## src/rtl/text_attribute_renderer_pkg.sv

```systemverilog
`default_nettype none
// ============================================================================
// Module      : text_attribute_renderer_pkg
// Description : Shared constants for the text-mode renderer: default text
//               geometry and the attribute word layout
//               {rev, ul, blink, bg, fg, char[7:0]}.
// Revision    : 1.0 - initial release
// ============================================================================
package text_attribute_renderer_pkg;

    // Default text geometry (800x600-class text mode)
    localparam int c_DEF_COLOR_BITS  = 1;
    localparam int c_DEF_CHAR_WIDTH  = 8;
    localparam int c_DEF_CHAR_HEIGHT = 16;
    localparam int c_DEF_TEXT_COLS   = 100;
    localparam int c_DEF_TEXT_ROWS   = 37;

    // Attribute word width: 8 char bits + fg + bg + 3 flag bits
    function automatic int attr_w(input int cb);
        return 11 + 6 * cb;
    endfunction

    // Field offsets inside the attribute word
    function automatic int attr_char_lsb(input int cb);
        return 0 * cb;
    endfunction

    function automatic int attr_fg_lsb(input int cb);
        return 8 + 0 * cb;
    endfunction

    function automatic int attr_bg_lsb(input int cb);
        return 8 + 3 * cb;
    endfunction

    function automatic int attr_blink_bit(input int cb);
        return 8 + 6 * cb;
    endfunction

    function automatic int attr_ul_bit(input int cb);
        return 9 + 6 * cb;
    endfunction

    function automatic int attr_rev_bit(input int cb);
        return 10 + 6 * cb;
    endfunction

endpackage
`default_nettype wire

```

## src/rtl/frame_blink_counter.sv

```systemverilog
`default_nettype none
// ============================================================================
// Module      : frame_blink_counter
// Description : Counts frame ticks 0..FRAMES-1 and toggles a phase bit on
//               each wrap. Phase comes out of reset at 1.
// Revision    : 1.0 - initial release
// ============================================================================
module frame_blink_counter #(
    parameter int FRAMES = 32
) (
    input  logic clk,
    input  logic reset,
    input  logic tick,
    output logic phase
);

    localparam int              c_CW   = (FRAMES > 1) ? $clog2(FRAMES) : 1;
    localparam logic [c_CW-1:0] c_LAST = c_CW'(FRAMES - 1);

    logic [c_CW-1:0] r_count;
    logic            r_phase;

    // Advance on each frame tick; wrap toggles the phase
    always_ff @(posedge clk) begin
        if (reset) begin
            r_count <= '0;
            r_phase <= 1'b1;
        end else if (tick) begin
            if (r_count == c_LAST) begin
                r_count <= '0;
                r_phase <= ~r_phase;
            end else begin
                r_count <= r_count + 1'b1;
            end
        end
    end

    assign phase = r_phase;

endmodule
`default_nettype wire

```

## src/rtl/text_attribute_renderer.sv

```systemverilog
`default_nettype none
// ============================================================================
// Module      : text_attribute_renderer
// Description : Text-mode pixel pipeline. Issues the video memory request,
//               then the glyph ROM request, then resolves reverse, underline,
//               blink and cursor into registered RGB. Sync and drawing flags
//               travel alongside so everything leaves aligned after
//               L = MEM_LATENCY + GLYPH_LATENCY + 1 clocks.
// Revision    : 1.0 - initial release
// ============================================================================
module text_attribute_renderer
    import text_attribute_renderer_pkg::*;
#(
    parameter int   COLOR_BITS    = c_DEF_COLOR_BITS,
    parameter int   CHAR_WIDTH    = c_DEF_CHAR_WIDTH,
    parameter int   CHAR_HEIGHT   = c_DEF_CHAR_HEIGHT,
    parameter int   TEXT_COLS     = c_DEF_TEXT_COLS,
    parameter int   TEXT_ROWS     = c_DEF_TEXT_ROWS,
    parameter int   MEM_LATENCY   = 1,
    parameter int   GLYPH_LATENCY = 1,
    parameter int   BLINK_FRAMES  = 32,
    parameter int   CURSOR_FRAMES = 16,
    parameter logic SYNC_ACTIVE   = 1'b1,
    localparam int  CXW           = $clog2(CHAR_WIDTH),
    localparam int  CYW           = $clog2(CHAR_HEIGHT),
    localparam int  TXW           = $clog2(TEXT_COLS),
    localparam int  TYW           = $clog2(TEXT_ROWS),
    localparam int  ATTR_W        = attr_w(COLOR_BITS)
) (
    input  logic                  clk,
    input  logic                  reset,
    input  logic                  hsync_in,
    input  logic                  vsync_in,
    input  logic                  drawing_in,
    input  logic [CXW-1:0]        xchar,
    input  logic [CYW-1:0]        ychar,
    input  logic [TXW-1:0]        xtext,
    input  logic [TYW-1:0]        ytext,
    output logic [TXW+TYW-1:0]    mem_addr,
    input  logic [ATTR_W-1:0]     mem_attr,
    output logic [7:0]            glyph_index,
    output logic [CYW-1:0]        glyph_row,
    input  logic [CHAR_WIDTH-1:0] glyph_bits,
    input  logic                  cursor_en,
    input  logic [TXW-1:0]        cursor_x,
    input  logic [TYW-1:0]        cursor_y,
    input  logic [CYW-1:0]        cursor_top,
    input  logic [CYW-1:0]        cursor_bot,
    output logic                  hsync,
    output logic                  vsync,
    output logic [COLOR_BITS-1:0] red,
    output logic [COLOR_BITS-1:0] green,
    output logic [COLOR_BITS-1:0] blue
);

    // ------------------------------------------------------------------
    // Constants
    // ------------------------------------------------------------------
    localparam int c_CB         = COLOR_BITS;
    localparam int c_COL_W      = 3 * COLOR_BITS;
    localparam int c_CHAR_LSB   = attr_char_lsb(COLOR_BITS);
    localparam int c_FG_LSB     = attr_fg_lsb(COLOR_BITS);
    localparam int c_BG_LSB     = attr_bg_lsb(COLOR_BITS);
    localparam int c_BLINK_BIT  = attr_blink_bit(COLOR_BITS);
    localparam int c_UL_BIT     = attr_ul_bit(COLOR_BITS);
    localparam int c_REV_BIT    = attr_rev_bit(COLOR_BITS);

    // Sideband delay line: {hsync, vsync, drawing, cursor_cell, ychar, xchar}
    localparam int c_SIDE_DEPTH = MEM_LATENCY + GLYPH_LATENCY;
    localparam int c_SIDE_W     = 4 + CXW + CYW;
    localparam int c_XC_LSB     = 0;
    localparam int c_YC_LSB     = CXW;
    localparam int c_CUR_BIT    = CXW + CYW;
    localparam int c_DRAW_BIT   = CXW + CYW + 1;
    localparam int c_VS_BIT     = CXW + CYW + 2;
    localparam int c_HS_BIT     = CXW + CYW + 3;

    // Syncs idle, drawing off, no cursor while the line refills
    localparam logic [c_SIDE_W-1:0] c_SIDE_RST =
        {~SYNC_ACTIVE, ~SYNC_ACTIVE, {(c_SIDE_W - 2){1'b0}}};
    localparam logic [CYW-1:0] c_LAST_ROW = CYW'(CHAR_HEIGHT - 1);

    // ------------------------------------------------------------------
    // Signals
    // ------------------------------------------------------------------
    logic                  r_vs_prev;
    logic                  r_vs_seen;
    logic                  w_tick;

    logic                  r_cur_en;
    logic [TXW-1:0]        r_cur_x;
    logic [TYW-1:0]        r_cur_y;
    logic [CYW-1:0]        r_cur_top;
    logic [CYW-1:0]        r_cur_bot;

    logic                  w_blink_phase;
    logic                  w_cursor_phase;

    logic                  w_cell_is_cursor;
    logic [c_SIDE_W-1:0]   w_side_in;
    logic [c_SIDE_W-1:0]   r_side [c_SIDE_DEPTH];
    logic [c_SIDE_W-1:0]   w_side_c;

    logic [TXW+TYW-1:0]    r_mem_addr;
    logic [7:0]            r_glyph_index;
    logic [CYW-1:0]        r_glyph_row;
    logic [ATTR_W-1:0]     r_attr_d [GLYPH_LATENCY];
    logic [ATTR_W-1:0]     w_attr_c;

    logic [CHAR_WIDTH-1:0] w_glyph_rev;
    logic [CXW-1:0]        w_xchar_c;
    logic [CYW-1:0]        w_ychar_c;
    logic                  w_pix;
    logic                  w_cursor_hit;
    logic                  w_on;
    logic [c_COL_W-1:0]    w_fg_eff;
    logic [c_COL_W-1:0]    w_bg_eff;
    logic [c_COL_W-1:0]    w_rgb;

    logic                  r_hsync;
    logic                  r_vsync;
    logic [c_CB-1:0]       r_red;
    logic [c_CB-1:0]       r_green;
    logic [c_CB-1:0]       r_blue;

    // ------------------------------------------------------------------
    // Frame tick: vsync_in entering its active level, only once a valid
    // idle sample has been seen since reset
    // ------------------------------------------------------------------
    always_ff @(posedge clk) begin
        if (reset) begin
            r_vs_prev <= ~SYNC_ACTIVE;
            r_vs_seen <= 1'b0;
        end else begin
            r_vs_prev <= vsync_in;
            r_vs_seen <= 1'b1;
        end
    end

    assign w_tick = r_vs_seen && (vsync_in == SYNC_ACTIVE) && (r_vs_prev != SYNC_ACTIVE);

    // Cursor settings are sampled only at frame start so a frame never tears
    always_ff @(posedge clk) begin
        if (reset) begin
            r_cur_en  <= 1'b0;
            r_cur_x   <= '0;
            r_cur_y   <= '0;
            r_cur_top <= '0;
            r_cur_bot <= '0;
        end else if (w_tick) begin
            r_cur_en  <= cursor_en;
            r_cur_x   <= cursor_x;
            r_cur_y   <= cursor_y;
            r_cur_top <= cursor_top;
            r_cur_bot <= cursor_bot;
        end
    end

    frame_blink_counter #(
        .FRAMES (BLINK_FRAMES)
    ) u_text_blink (
        .clk   (clk),
        .reset (reset),
        .tick  (w_tick),
        .phase (w_blink_phase)
    );

    frame_blink_counter #(
        .FRAMES (CURSOR_FRAMES)
    ) u_cursor_blink (
        .clk   (clk),
        .reset (reset),
        .tick  (w_tick),
        .phase (w_cursor_phase)
    );

    // ------------------------------------------------------------------
    // Stage A: memory request and sideband capture
    // ------------------------------------------------------------------
    assign w_cell_is_cursor = (xtext == r_cur_x) && (ytext == r_cur_y);
    assign w_side_in = {hsync_in, vsync_in, drawing_in, w_cell_is_cursor, ychar, xchar};

    // Memory address register
    always_ff @(posedge clk) begin
        if (reset) begin
            r_mem_addr <= '0;
        end else begin
            r_mem_addr <= {ytext, xtext};
        end
    end

    // Sideband shift register spanning memory and glyph latency
    always_ff @(posedge clk) begin
        if (reset) begin
            for (int i = 0; i < c_SIDE_DEPTH; i++) begin
                r_side[i] <= c_SIDE_RST;
            end
        end else begin
            r_side[0] <= w_side_in;
            for (int i = 1; i < c_SIDE_DEPTH; i++) begin
                r_side[i] <= r_side[i-1];
            end
        end
    end

    // ------------------------------------------------------------------
    // Stage B: glyph request; attribute held until glyph row returns
    // ------------------------------------------------------------------
    always_ff @(posedge clk) begin
        if (reset) begin
            r_glyph_index <= '0;
            r_glyph_row   <= '0;
        end else begin
            r_glyph_index <= mem_attr[c_CHAR_LSB +: 8];
            r_glyph_row   <= r_side[MEM_LATENCY-1][c_YC_LSB +: CYW];
        end
    end

    // Attribute shift register spanning glyph latency
    always_ff @(posedge clk) begin
        if (reset) begin
            for (int i = 0; i < GLYPH_LATENCY; i++) begin
                r_attr_d[i] <= '0;
            end
        end else begin
            r_attr_d[0] <= mem_attr;
            for (int i = 1; i < GLYPH_LATENCY; i++) begin
                r_attr_d[i] <= r_attr_d[i-1];
            end
        end
    end

    // ------------------------------------------------------------------
    // Stage C: pixel select and attribute resolution
    // ------------------------------------------------------------------
    assign w_side_c  = r_side[c_SIDE_DEPTH-1];
    assign w_attr_c  = r_attr_d[GLYPH_LATENCY-1];
    assign w_xchar_c = w_side_c[c_XC_LSB +: CXW];
    assign w_ychar_c = w_side_c[c_YC_LSB +: CYW];

    // Mirror the glyph row so xchar indexes it directly (MSB is leftmost)
    always_comb begin
        w_glyph_rev = '0;
        for (int i = 0; i < CHAR_WIDTH; i++) begin
            w_glyph_rev[i] = glyph_bits[CHAR_WIDTH-1-i];
        end
    end

    assign w_pix = w_glyph_rev[w_xchar_c];

    // Reverse, underline, blink, cursor, then blanking outside drawing
    always_comb begin
        w_fg_eff = w_attr_c[c_FG_LSB +: c_COL_W];
        w_bg_eff = w_attr_c[c_BG_LSB +: c_COL_W];
        if (w_attr_c[c_REV_BIT]) begin
            w_fg_eff = w_attr_c[c_BG_LSB +: c_COL_W];
            w_bg_eff = w_attr_c[c_FG_LSB +: c_COL_W];
        end

        w_on = w_pix | (w_attr_c[c_UL_BIT] & (w_ychar_c == c_LAST_ROW));
        if (w_attr_c[c_BLINK_BIT] && !w_blink_phase) begin
            w_on = 1'b0;
        end

        // An inverted range (top > bot) simply never matches
        w_cursor_hit = r_cur_en && w_side_c[c_CUR_BIT] &&
                       (w_ychar_c >= r_cur_top) && (w_ychar_c <= r_cur_bot);
        w_on = w_on ^ (w_cursor_hit & w_cursor_phase);

        w_rgb = w_on ? w_fg_eff : w_bg_eff;
        if (!w_side_c[c_DRAW_BIT]) begin
            w_rgb = '0;
        end
    end

    // Output register
    always_ff @(posedge clk) begin
        if (reset) begin
            r_hsync <= ~SYNC_ACTIVE;
            r_vsync <= ~SYNC_ACTIVE;
            r_red   <= '0;
            r_green <= '0;
            r_blue  <= '0;
        end else begin
            r_hsync <= w_side_c[c_HS_BIT];
            r_vsync <= w_side_c[c_VS_BIT];
            r_red   <= w_rgb[0      +: c_CB];
            r_green <= w_rgb[c_CB   +: c_CB];
            r_blue  <= w_rgb[2*c_CB +: c_CB];
        end
    end

    assign mem_addr    = r_mem_addr;
    assign glyph_index = r_glyph_index;
    assign glyph_row   = r_glyph_row;
    assign hsync       = r_hsync;
    assign vsync       = r_vsync;
    assign red         = r_red;
    assign green       = r_green;
    assign blue        = r_blue;

endmodule
`default_nettype wire

```

## config.mk

```make
export PLATFORM = sky130hd
export DESIGN_NAME = text_attribute_renderer
export DESIGN_NICKNAME = d
export VERILOG_FILES = /design/src/rtl/text_attribute_renderer_pkg.sv /design/src/rtl/frame_blink_counter.sv /design/src/rtl/text_attribute_renderer.sv
export SDC_FILE = /design/constraint.sdc
export NUM_CORES = 1
export LEC_CHECK = 0
export ABC_CLOCK_PERIOD_IN_PS = 1980
export BUFFER_PORTS_ARGS = -buffer_cell sky130_fd_sc_hd__buf_2
export CORE_UTILIZATION = 46
export CTS_CLUSTER_DIAMETER = 200
export CTS_CLUSTER_SIZE = 20
export DETAILED_ROUTE_END_ITERATION = 12
export PLACE_DENSITY = 0.76
export SLEW_MARGIN = 20
export SYNTH_ARGS = -nofsm -noshare
export SYNTH_HDL_FRONTEND = slang
export SYNTH_SLANG_ARGS = --single-unit
```

## constraint.sdc

```tcl
create_clock -name clk -period 1.98 [get_ports clk]
set_clock_uncertainty 0.2 [all_clocks]
set_input_delay 0.198 -clock clk [delete_from_list [all_inputs] [get_ports clk]]
set_output_delay 0.198 -clock clk [all_outputs]
set_load 0.01 [all_outputs]
```

==> metrics.txt, run 1 <==
RSZ-0062 raised after global routing=yes; CTS tree=done; Initial Util=0.485; Max Clk Rate=0.498 GHz; WP buf/inv=1; Die Area=between 0.007 and 0.008 mm^2; post-synth top area cell=dfxtp_1; final instance area=0.00478 mm^2; WHS Endpoint=u_text_blink.r_count[3]; CTS root buf=clkbuf_8; worst r2r dst=red; routed wl met2=4160 um; wire per inst=13.5 um; number of diodes=0; setup violators final=3; Worst Tran Pin Value=between 0.4 and 0.5 ns; vias=roughly 2.9k; final cell count without fillers=roughly 600; I/O pin count=a little over 100; synthesis warning total=0; VDD IR max=just under 400 uV; syn_nets=between 400 and 500; sequential fraction of the synthesis area=0.541; Routed WL=approximately 8000 um; Worst Hold Class=input pin to flop; CP Cell Sequence=inv_1 -> ha_1 -> a21oi_1 -> o22ai_1 -> o22ai_1 -> o211ai_1 -> xnor2_2 -> mux2i_1; relative slew slack=0.727; First-pass DRT Iterations=4; final routed DRC violation total=0; Crit path max-delay family=compound AO/OA/AOI/OAI gates; Hold Startpoint=vsync_in; reg-to-reg setup timing slack=-0.03 ns; Synth Area in Compound Gates=0.0770; first-pass GRT wire length=roughly 13000 um; PortBufs=about 100; # rows=30; routability congestion estimate=approximately 0.85; die width=87.5 um; Synth Area in Simple Gates=0.213; post-synthesis adder-cell area fraction=0.0409; Worst path max stage delay=approximately 0.34 ns; cell depth of the worst flop-to-flop path=8; CP startpoint kind=flop; fraction of registers with async set/reset=0; Fin. Hold Viols=0; Crit path arrival time=around 2.1 ns; post-CTS setup buffer count=0; layout cells sized above 1=0.258; Die Y-Extent=87.5 um; Crit Reg-Reg Startpoint=r_cur_bot[2]; EDFF count, synth=0; required time of the critical path=between 2 and 2.5 ns; post-synth design cell area=between 0.003 and 0.004 mm^2; Post-layout nets=around 590; clock-pin transition on the worst setup and hold timing paths=roughly 0.090 ns; crit path time final=2.01 ns; prevailing post-synth register cell=dfxtp_1; total placed cells including tap cells=~530; Yosys reg bits=roughly 90; mux share of post-synthesis cell area=0.0223; final worst path period share=1.01; WHS=0.241 ns; maxcap violations=0; post-detail-place hpwl=approximately 5000 um; final antenna-violating net count=0; Worst path slowest cell=dfxtp_1; pin count of the biggest net entering global routing=32; met3 wire len=roughly 430 um; xor/xnor share of the synthesized area=0.0487; area post-placement=roughly 0.0039 mm^2; Crit Path Category=flop to flop; vias in the first global route=2876; clk buf depth=2; CP Max Fanout=3; initial antenna violation count=0; worst hold stages=5; clk_lat worst skew=0.36 ns; area grow syn2layout=42.1%; failing checks=setup timing; dominant cells by area after synthesis=dfxtp_1 (54%), nor2b_1 (10%), nand2_1 (6.7%); CORE AREA=~0.007 mm^2; outcome=finished with violations; vias per cell=roughly 4.7; # H-tree levels=3; Pins Over Slew Limit=0; Mapped Cells=roughly 350; CP Depth=8; pwr dens=approximately 760 mW/mm^2; Leak=around 2.1 nW; met1 WL=between 3000 and 4000 um; Worst setup EP type=flop; post-synth top area share=0.541; DR top layer=met4; CTS Buf Count=9; largest family of logic cells by synthesized area=simple AND/OR/NAND/NOR gates; Clock Sinks=91; min setup slack post-route=-0.0283 ns; synth unique cells=33; grt total ovfl=0; Avg Inst Size Synth=9.59 um^2; CP dominant cell by count=o22ai_1; total power=approximately 0.0036 W; total track usage=0.225; Initial DRC Count=89
## cell usage in the layout (no fill, tap or decap), drive strengths merged, types with 3 or more instances in the layout
| cell | n |
|---|---|
| nand3 | 4 |
| o21ai | 5 |
| and3 | 4 |
| a21oi | 33 |
| nand2 | 60 |
| nor2 | 6 |
| dfxtp | 91 |
| xor2 | 3 |
| nand4 | 4 |
| clkbuf | 9 |
| ha | 11 |
| buf | 108 |
| mux2i | 3 |
| nor2b | 56 |
| dlygate4sd3 | 66 |
| inv | 14 |
| xnor2 | 14 |
## Yosys cell counts, types with 2 or more instances
cell type / number
dfxtp_1: 91
nand2_1: 60
nor2b_1: 56
a21oi_1: 33
clkbuf_1: 16
xnor2_1: 13
buf_4: 12
ha_1: 11
inv_1: 11
nor2_1: 6
o21ai_0: 5
and3_1: 4
nand3_1: 4
nand4_1: 4
mux2i_1: 3
a311oi_1: 2
mux2_2: 2
o22ai_1: 2
xor2_1: 2
## through the flow
step	util	worst slack (ns)	setup TNS, ns
2_1_floorplan	-	0.0423	0
3_3_place_gp	0.563	-0.0285	-0.0842
3_5_place_dp	0.563	-0.101	-0.290
4_1_cts	0.686	-0.0549	-0.149
5_1_grt	0.688	-0.130	-0.359
6_report	0.688	-0.0283	-0.0739
## sequential cells by signal, indices dropped and copies added, names as in the netlist, 3 cells and up
signal / flops
glyph_index: 7
glyph_row: 3
mem_addr: 13
r_attr_d: 10
r_cur_bot: 4
r_cur_top: 4
r_cur_x: 7
r_cur_y: 6
r_side: 19
u_cursor_blink.r_count: 4
u_text_blink.r_count: 5
## repair_timing
item	CTS	global route
endpoints found under the hold margin	66	0
pin swaps	1	0
hold buffers	66	0
cloned	0	0
setup endpoints to repair	3	5
resized for setup	1	3
## cell type report
| type | instances | area [um^2] |
|---|---|---|
| multi-input combinational | 221 | 1350 |
| fill | 531 | 2160 |
| sequential | 91 | 1820 |
| inverter | 11 | 41.3 |
| timing repair buffer | 174 | 1240 |
| clock buffer | 9 | 124 |
| clock inverter | 6 | 73.8 |
| tap | 96 | 120 |
## worst min-delay path, delay by kind of cell
kind                   cells  cell delay (ns)
AND/OR/NAND/NOR            3             0.37
AO/OA/AOI/OAI              1             0.06
buffers and inverters      1             0.12
## worst max-delay path by stage
stage / from / endpoint
floorplan: r_side[0][11] / blue
global placement: r_side[0][11] / green
detailed placement: r_side[0][11] / red
CTS: r_side[0][11] / red
global route: r_side[0][11] / blue
finish: r_cur_bot[2] / red
## routing by layer
metal | track usage | up-vias
met2 | 0.408 | 98
li1 | - | 1442
met4 | 0.124 | 0
met5 | 0 | -
met3 | 0.0436 | 23
met1 | 0.245 | 1302
## power breakdown
group | internal, W | leakage [nW] | switching [W]
logic | 0.000257 | 1.22 | 0.000192
clock network | 0.000594 | 0.0942 | 0.000661
registers | 0.00191 | 0.749 | 0.0000343
total | 0.00276 | 2.06 | 0.000888
## cell families after synthesis
logic type               after synthesis
AND/OR/NAND/NOR                      141
flip-flops                            91
AO/OA/AOI/OAI                         46
buffers and inverters                 39
XOR/XNOR                              17
adder cells (fa/ha/maj)               11
multiplexers                           6
No activity file was read; power rests on OpenSTA's default activity.
==> inputs of run 2 (changes only) <==
--- a/config.mk
+++ b/config.mk
@@ -9,2 +9,3 @@
 export BUFFER_PORTS_ARGS = -buffer_cell sky130_fd_sc_hd__buf_2
+export CORE_MARGIN = 3
 export CORE_UTILIZATION = 46
==> constraint.sdc (replaced) <==
create_clock -name clk -period 1.98 [get_ports clk]
set_clock_uncertainty 0.2 [all_clocks]
set_input_delay 0.297 -clock clk [delete_from_list [all_inputs] [get_ports clk]]
set_output_delay 0.297 -clock clk [all_outputs]
set_load 0.01 [all_outputs]
==> run 2 against run 1 <==
  * The run still ends with setup timing left
  * Cell area shrank 0.52%
  * Total power grew 5.1%
  * Final cell count shrank 0.82%
  * Sequential power is essentially flat
  * Clock power grew 17%
  * Global-route usage shrank 3.6 points
  * Setup slack gained 0.025 ns
  * Non-clock buffer count shrank 5
  * Worst hold slack lost 0.23 ns
  * Flip-flop and latch count is the same
  * Register-to-register slack gained 0.02 ns
  * Count of clock-buffer cells in the layout is the same
  * Critical path type unchanged
==> metrics.txt, run 2 (synthesis gave the netlist of run 1 again) <==
outcome=finished with violations (unchanged); failing checks=setup timing (unchanged); PortBufs=101 (unchanged); reg-to-reg setup timing slack=-0.004 ns (was -0.03 ns); VDD IR max=320 uV (was 384 uV); clock-pin transition on the worst setup and hold timing paths=0.08 ns (was 0.09 ns); cell depth of the worst flop-to-flop path=6 (was 8); Leak=2.06 nW (about the same); vias per cell=4.72 (was 4.71); vias=2844 (was 2865); # fillers=515 (was 531); # H-tree levels=3 (unchanged); commonest non-fill, non-tap cells in the layout=buf_2 (101), dfxtp_1 (88), nand2_1 (60) (was buf_2 (101), dfxtp_1 (90), dlygate4sd3_1 (66)); # rows=30 (unchanged); worst r2r dst=blue (was red); I/O pin count=102 (unchanged); Worst setup EP type=flop (unchanged); die width=91.5 um (was 87.5 um); CTS root buf=clkbuf_8 (unchanged); min setup slack post-route=-0.00355 ns (was -0.0283 ns); clk buf depth=2 (unchanged); pwr dens=806 mW/mm^2 (was 762 mW/mm^2); Max Clk Rate=0.504 GHz (was 0.498 GHz); Worst Tran Pin Value=0.490 ns (was 0.408 ns); maxcap violations=0 (unchanged); vias in the first global route=2699 (was 2876); total track usage=0.189 (was 0.225); CTS tree=done (unchanged); Die Y-Extent=91.5 um (was 87.5 um); final worst path period share=1.00 (was 1.01); first-pass GRT wire length=12400 um (was 12900 um); Die Area=0.00838 mm^2 (was 0.00766 mm^2); Routed WL=7870 um (was 8190 um); wire per inst=13.0 um (was 13.5 um); Post-layout nets=586 (was 591); grt total ovfl=0 (unchanged); Pins Over Slew Limit=0 (unchanged); post-CTS setup buffer count=0 (unchanged); Hold Startpoint=cursor_top[1] (was vsync_in); Fin. Hold Viols=0 (unchanged); pin count of the biggest net entering global routing=32 (unchanged); total power=0.00383 W (was 0.00364 W); routability congestion estimate=0.774 (was 0.847); clk_lat worst skew=0.35 ns (was 0.36 ns); setup violators final=1 (was 3); CORE AREA=0.00694 mm^2 (unchanged); CP Max Fanout=3 (unchanged); number of diodes=0 (unchanged); CTS Buf Count=9 (unchanged); Crit Path Category=flop to flop (unchanged); Crit Reg-Reg Startpoint=r_side[0][11] (was r_cur_bot[2]); relative slew slack=0.673 (was 0.727); Crit path arrival time=2.06 ns (was 2.11 ns); setup TNS=-0.00355 ns (was -0.0739 ns); initial antenna violation count=0 (unchanged); required time of the critical path=2.06 ns (was 2.08 ns); area grow syn2layout=41.3% (was 42.1%); max FFs per register=19 (unchanged); area occupied by multi-input gates=0.00137 mm^2 (was 0.00135 mm^2); crit path time final=1.98 ns (was 2.01 ns); CP startpoint kind=flop (unchanged); Biggest register=r_side (unchanged); First-pass DRT Iterations=4 (unchanged); worst hold stages=3 (was 5); final antenna-violating net count=0 (unchanged); Initial DRC Count=84 (was 89); Reg area=0.00183 mm^2 (was 0.00182 mm^2); leading cell type in the layout, fill and taps excluded=buf_2 (unchanged); WHS Endpoint=r_cur_top[1] (was u_text_blink.r_count[3]); RSZ-0062 raised after global routing=yes (unchanged); Worst Hold Class=input pin to flop (unchanged); final routed DRC violation total=0 (unchanged); Clock Sinks=91 (unchanged); Initial Util=0.485 (unchanged); layout cells sized above 1=0.276 (was 0.258); post-detail-place hpwl=5070 um (was 4950 um)
run 2: layout make-up:
cell class | count | share of cell area
flip-flops and latches | 91 | 0.384
multi-input cells | 221 | 0.288
repair buffers | 169 | 0.244
clock buffers | 9 | 0.0261
well taps | 96 | 0.0253
clock inverters | 6 | 0.0242
inverters | 11 | 0.00868
run 2: critical path, stage by stage (launching register included):
cell and delay [ns]:
dfxtp_2 0.35, mux4_2 0.49, nand2b_1 0.10, a41oi_2 0.12, xor2_2 0.18, xnor2_2 0.28, mux2i_1 0.21
run 2: worst max-delay path by stage:
| stage | slack (ns) | to | from | cells past startpoint |
|---|---|---|---|---|
| final | -0.004 | blue | r_side[0][11] | 6 |
| after global placement | -0.03 | red | glyph_bits[4] | 7 |
| after floorplan | 0.04 | blue | r_side[0][11] | 6 |
| after CTS | 0.0004 | blue | r_cur_bot[3] | 8 |
| after global routing | -0.13 | blue | r_side[0][11] | 6 |
| after detailed placement | -0.07 | blue | glyph_bits[4] | 7 |
run 2: timing repair:
action                     CTS  global route
resized for setup            4             1
hold endpoints to repair    57             0
setup endpoints to repair    3             3
pin swaps                    5             3
hold buffers                57             0
run 2: report_power, final:
part / leakage [nW] / total, W / internal (W) / switching [W]
Combinational: 1.19 / 0.000432 / 0.000247 / 0.000185
Clock: 0.115 / 0.00146 / 0.000835 / 0.000623
Sequential: 0.750 / 0.00194 / 0.00191 / 0.0000340
Total: 2.06 / 0.00383 / 0.00299 / 0.000842
run 2: metrics by stage:
step	util	std cells	hold WS [ns]	area, um^2	worst slack, ns
after global routing	0.685	603	0.00724	4750	-0.130
after floorplan	-	351	0.214	3360	0.0423
after detailed placement	0.565	531	0.228	3930	-0.0711
final	0.685	603	0.0100	4750	-0.00355
after CTS	0.685	603	0.00302	4750	0.000418
after global placement	0.565	531	0.216	3930	-0.0329
run 2: per-layer routing:
metal / share of wire / vias up / global-route usage
met5: 0 / - / 0
met4: 0.030 / 0 / 0.104
met3: 0.058 / 24 / 0.0447
met2: 0.48 / 96 / 0.309
met1: 0.43 / 1299 / 0.226
li1: - / 1425 / -
==> inputs of run 3 (changes only) <==
Settings changed: ABC_CLOCK_PERIOD_IN_PS 1980 to 2500, CORE_UTILIZATION 46 to 50, PLACE_DENSITY 0.76 to 0.78.
Clock period 1.98 ns to 2.5 ns, I/O delays scaled along.
==> run 3 against run 2 <==
  * The flow now finishes without violations
  * Non-clock buffer count down 63
  * Core utilization down 5.1 points
  * Cell area down 14%
  * Count of clock-buffer cells in the layout up 1
  * First-iteration DRC count down 57%
  * Final cell count down 13%
  * Critical path depth unchanged
  * Worst hold slack better by 0.020 ns
  * Total power down 25%
  * Die area down 7.5%
  * Critical path type unchanged
==> metrics.txt, run 3 (synthesis gave the netlist of run 1 again) <==
PostCTS Resize Cnt=0 (was 4); Crit path arrival time=2.15 ns (was 2.06 ns); Pins Over Slew Limit=0 (unchanged); # H-tree levels=3 (unchanged); crit path time final=2.07 ns (was 1.98 ns); RSZ-0062 raised after global routing=no (was yes); setup TNS=0 ns (was -0.00355 ns); CTS Buf Count=9 (unchanged); Die Y-Extent=88.0 um (was 91.5 um); clk buf depth=2 (unchanged); post-detail-place hpwl=4620 um (was 5070 um); Biggest register=r_side (unchanged); vias=2500 (was 2844); First-pass DRT Iterations=4 (unchanged); commonest non-fill, non-tap cells in the layout=buf_2 (101), dfxtp_1 (91), nand2_1 (60) (was buf_2 (101), dfxtp_1 (88), nand2_1 (60)); CP startpoint kind=flop (unchanged); clk_lat worst skew=0.35 ns (about the same); area grow syn2layout=21.0% (was 41.3%); PortBufs=101 (unchanged); Int Pwr=0.00221 W (was 0.00299 W); Net Switching=0.000652 W (was 0.000842 W); initial antenna violation count=0 (unchanged); clock share of power=0.374 (was 0.381); Worst setup EP type=flop (unchanged); first-pass GRT wire length=9920 um (was 12400 um); CTS tree=done (unchanged); post-CTS setup buffer count=0 (unchanged); leading cell type in the layout, fill and taps excluded=buf_2 (unchanged); outcome=finished clean (was finished with violations); Routed WL=6370 um (was 7870 um); pwr dens=703 mW/mm^2 (was 806 mW/mm^2); # rows=29 (was 30); Initial DRC Count=36 (was 84); pin count of the biggest net entering global routing=34 (was 32); I/O pin count=102 (unchanged); Fin. Hold Viols=0 (unchanged); Max Clk Rate=0.483 GHz (was 0.504 GHz); final worst path period share=0.829 (was 1.00); final routed DRC violation total=0 (unchanged); vias per cell=4.79 (was 4.72); CORE AREA=0.00642 mm^2 (was 0.00694 mm^2); clock-pin transition on the worst setup and hold timing paths=0.09 ns (was 0.08 ns); Worst Tran Pin Value=0.700 ns (was 0.490 ns); Worst Hold Class=input pin to flop (unchanged); max FFs per register=19 (unchanged); required time of the critical path=2.58 ns (was 2.06 ns); routability congestion estimate=0.740 (was 0.774); vias in the first global route=2261 (was 2699); relative slew slack=0.533 (was 0.673); pre-CTS setup slack=0.334 ns (was -0.0711 ns); final antenna-violating net count=0 (unchanged); wire per inst=12.2 um (was 13.0 um); setup violators final=0 (was 1); number of diodes=0 (unchanged); CTS Hold Bufs=0 (was 57); CTS root buf=clkbuf_8 (unchanged); die width=88.0 um (was 91.5 um); Combinational Power Share=0.090 (was 0.113); Initial Util=0.524 (was 0.485); Clock Sinks=91 (unchanged); Post-layout nets=523 (was 586); Die Area=0.00775 mm^2 (was 0.00838 mm^2); Flop pwr share=0.537 (was 0.507); maxcap violations=0 (unchanged); Leak=1.78 nW (was 2.06 nW); Net Sw Frac=0.228 (was 0.220); Crit Path Category=flop to flop (unchanged); layout cells sized above 1=0.290 (was 0.276); min setup slack post-route=0.428 ns (was -0.00355 ns); VDD IR max=463 uV (was 320 uV); grt total ovfl=0 (unchanged); total track usage=0.167 (was 0.189); CP Max Fanout=3 (unchanged)
run 3: cell types whose count changed in the layout (fill, tap and decap cells not counted):
cell	before	now
clkinv_4	2	0
a21oi_1	32	33
ha_4	1	0
clkinv_2	0	2
ha_1	10	11
a21oi_2	1	0
clkinvlp_4	1	0
dfxtp_2	3	0
dfxtp_1	88	91
dlygate4sd3_1	57	0
clkbuf_1	0	1
inv_6	0	2
bufinv_16	3	2
buf_4	11	5
run 3: power by group through the flow:
stage	sequential (W)	clock (W)	combinational (W)
after floorplan	0.00157	0	0.000158
after global placement	0.00157	0	0.000253
after detailed placement	0.00157	0	0.000259
after CTS	0.00154	0.00109	0.000261
after global routing	0.00154	0.00115	0.000287
final	0.00154	0.00107	0.000257
run 3: stage by stage:
| stage | instances | instance area (um^2) | power (W) | hold WS [ns] | utilization |
|---|---|---|---|---|---|
| 6_report | 522 | 4070 | 0.00286 | 0.0302 | 0.634 |
| 5_1_grt | 522 | 4070 | 0.00298 | 0.0111 | 0.634 |
| 4_1_cts | 522 | 4070 | 0.00289 | 0.0144 | 0.634 |
| 3_5_place_dp | 506 | 3860 | 0.00183 | 0.224 | 0.600 |
| 3_3_place_gp | 506 | 3860 | 0.00182 | 0.216 | 0.600 |
| 2_1_floorplan | 351 | 3360 | 0.00173 | 0.214 | - |
run 3: per-layer routing:
layer  track usage  part of all wire  vias to the layer above
li1              -                 -                     1303
met1         0.201              0.45                     1115
met2         0.278              0.47                       72
met3        0.0593             0.059                       10
met4        0.0549             0.015                        0
met5             0                 0                        -
run 3: layout make-up:
type                       count  area (um^2)
clock buffer                  10          128
clock inverter                 6         87.6
fill                         549         2350
inverter                      11         41.3
multi-input combinational    221         1350
sequential                    91         1820
tap                           77         96.3
timing repair buffer         106          543
run 3: worst paths after layout:
kind / start / endpoint / slack (ns) / depth (start not counted)
hold / removal: mem_attr[6] / glyph_index[6] / 0.03 / 2
setup reg to reg: r_side[0][11] / red / 0.43 / 6
hold reg to reg: r_side[0][20] / vsync / 0.24 / 1
setup / recovery: r_side[0][11] / red / 0.43 / 6
run 3: worst max-delay path, stage by stage, from the launching register on:
cell and delay (ns):
dfxtp_1 0.37, mux4_2 0.52, nand2b_1 0.10, a41oi_2 0.15, xor2_2 0.18, xnor2_2 0.29
mux2i_1 0.21
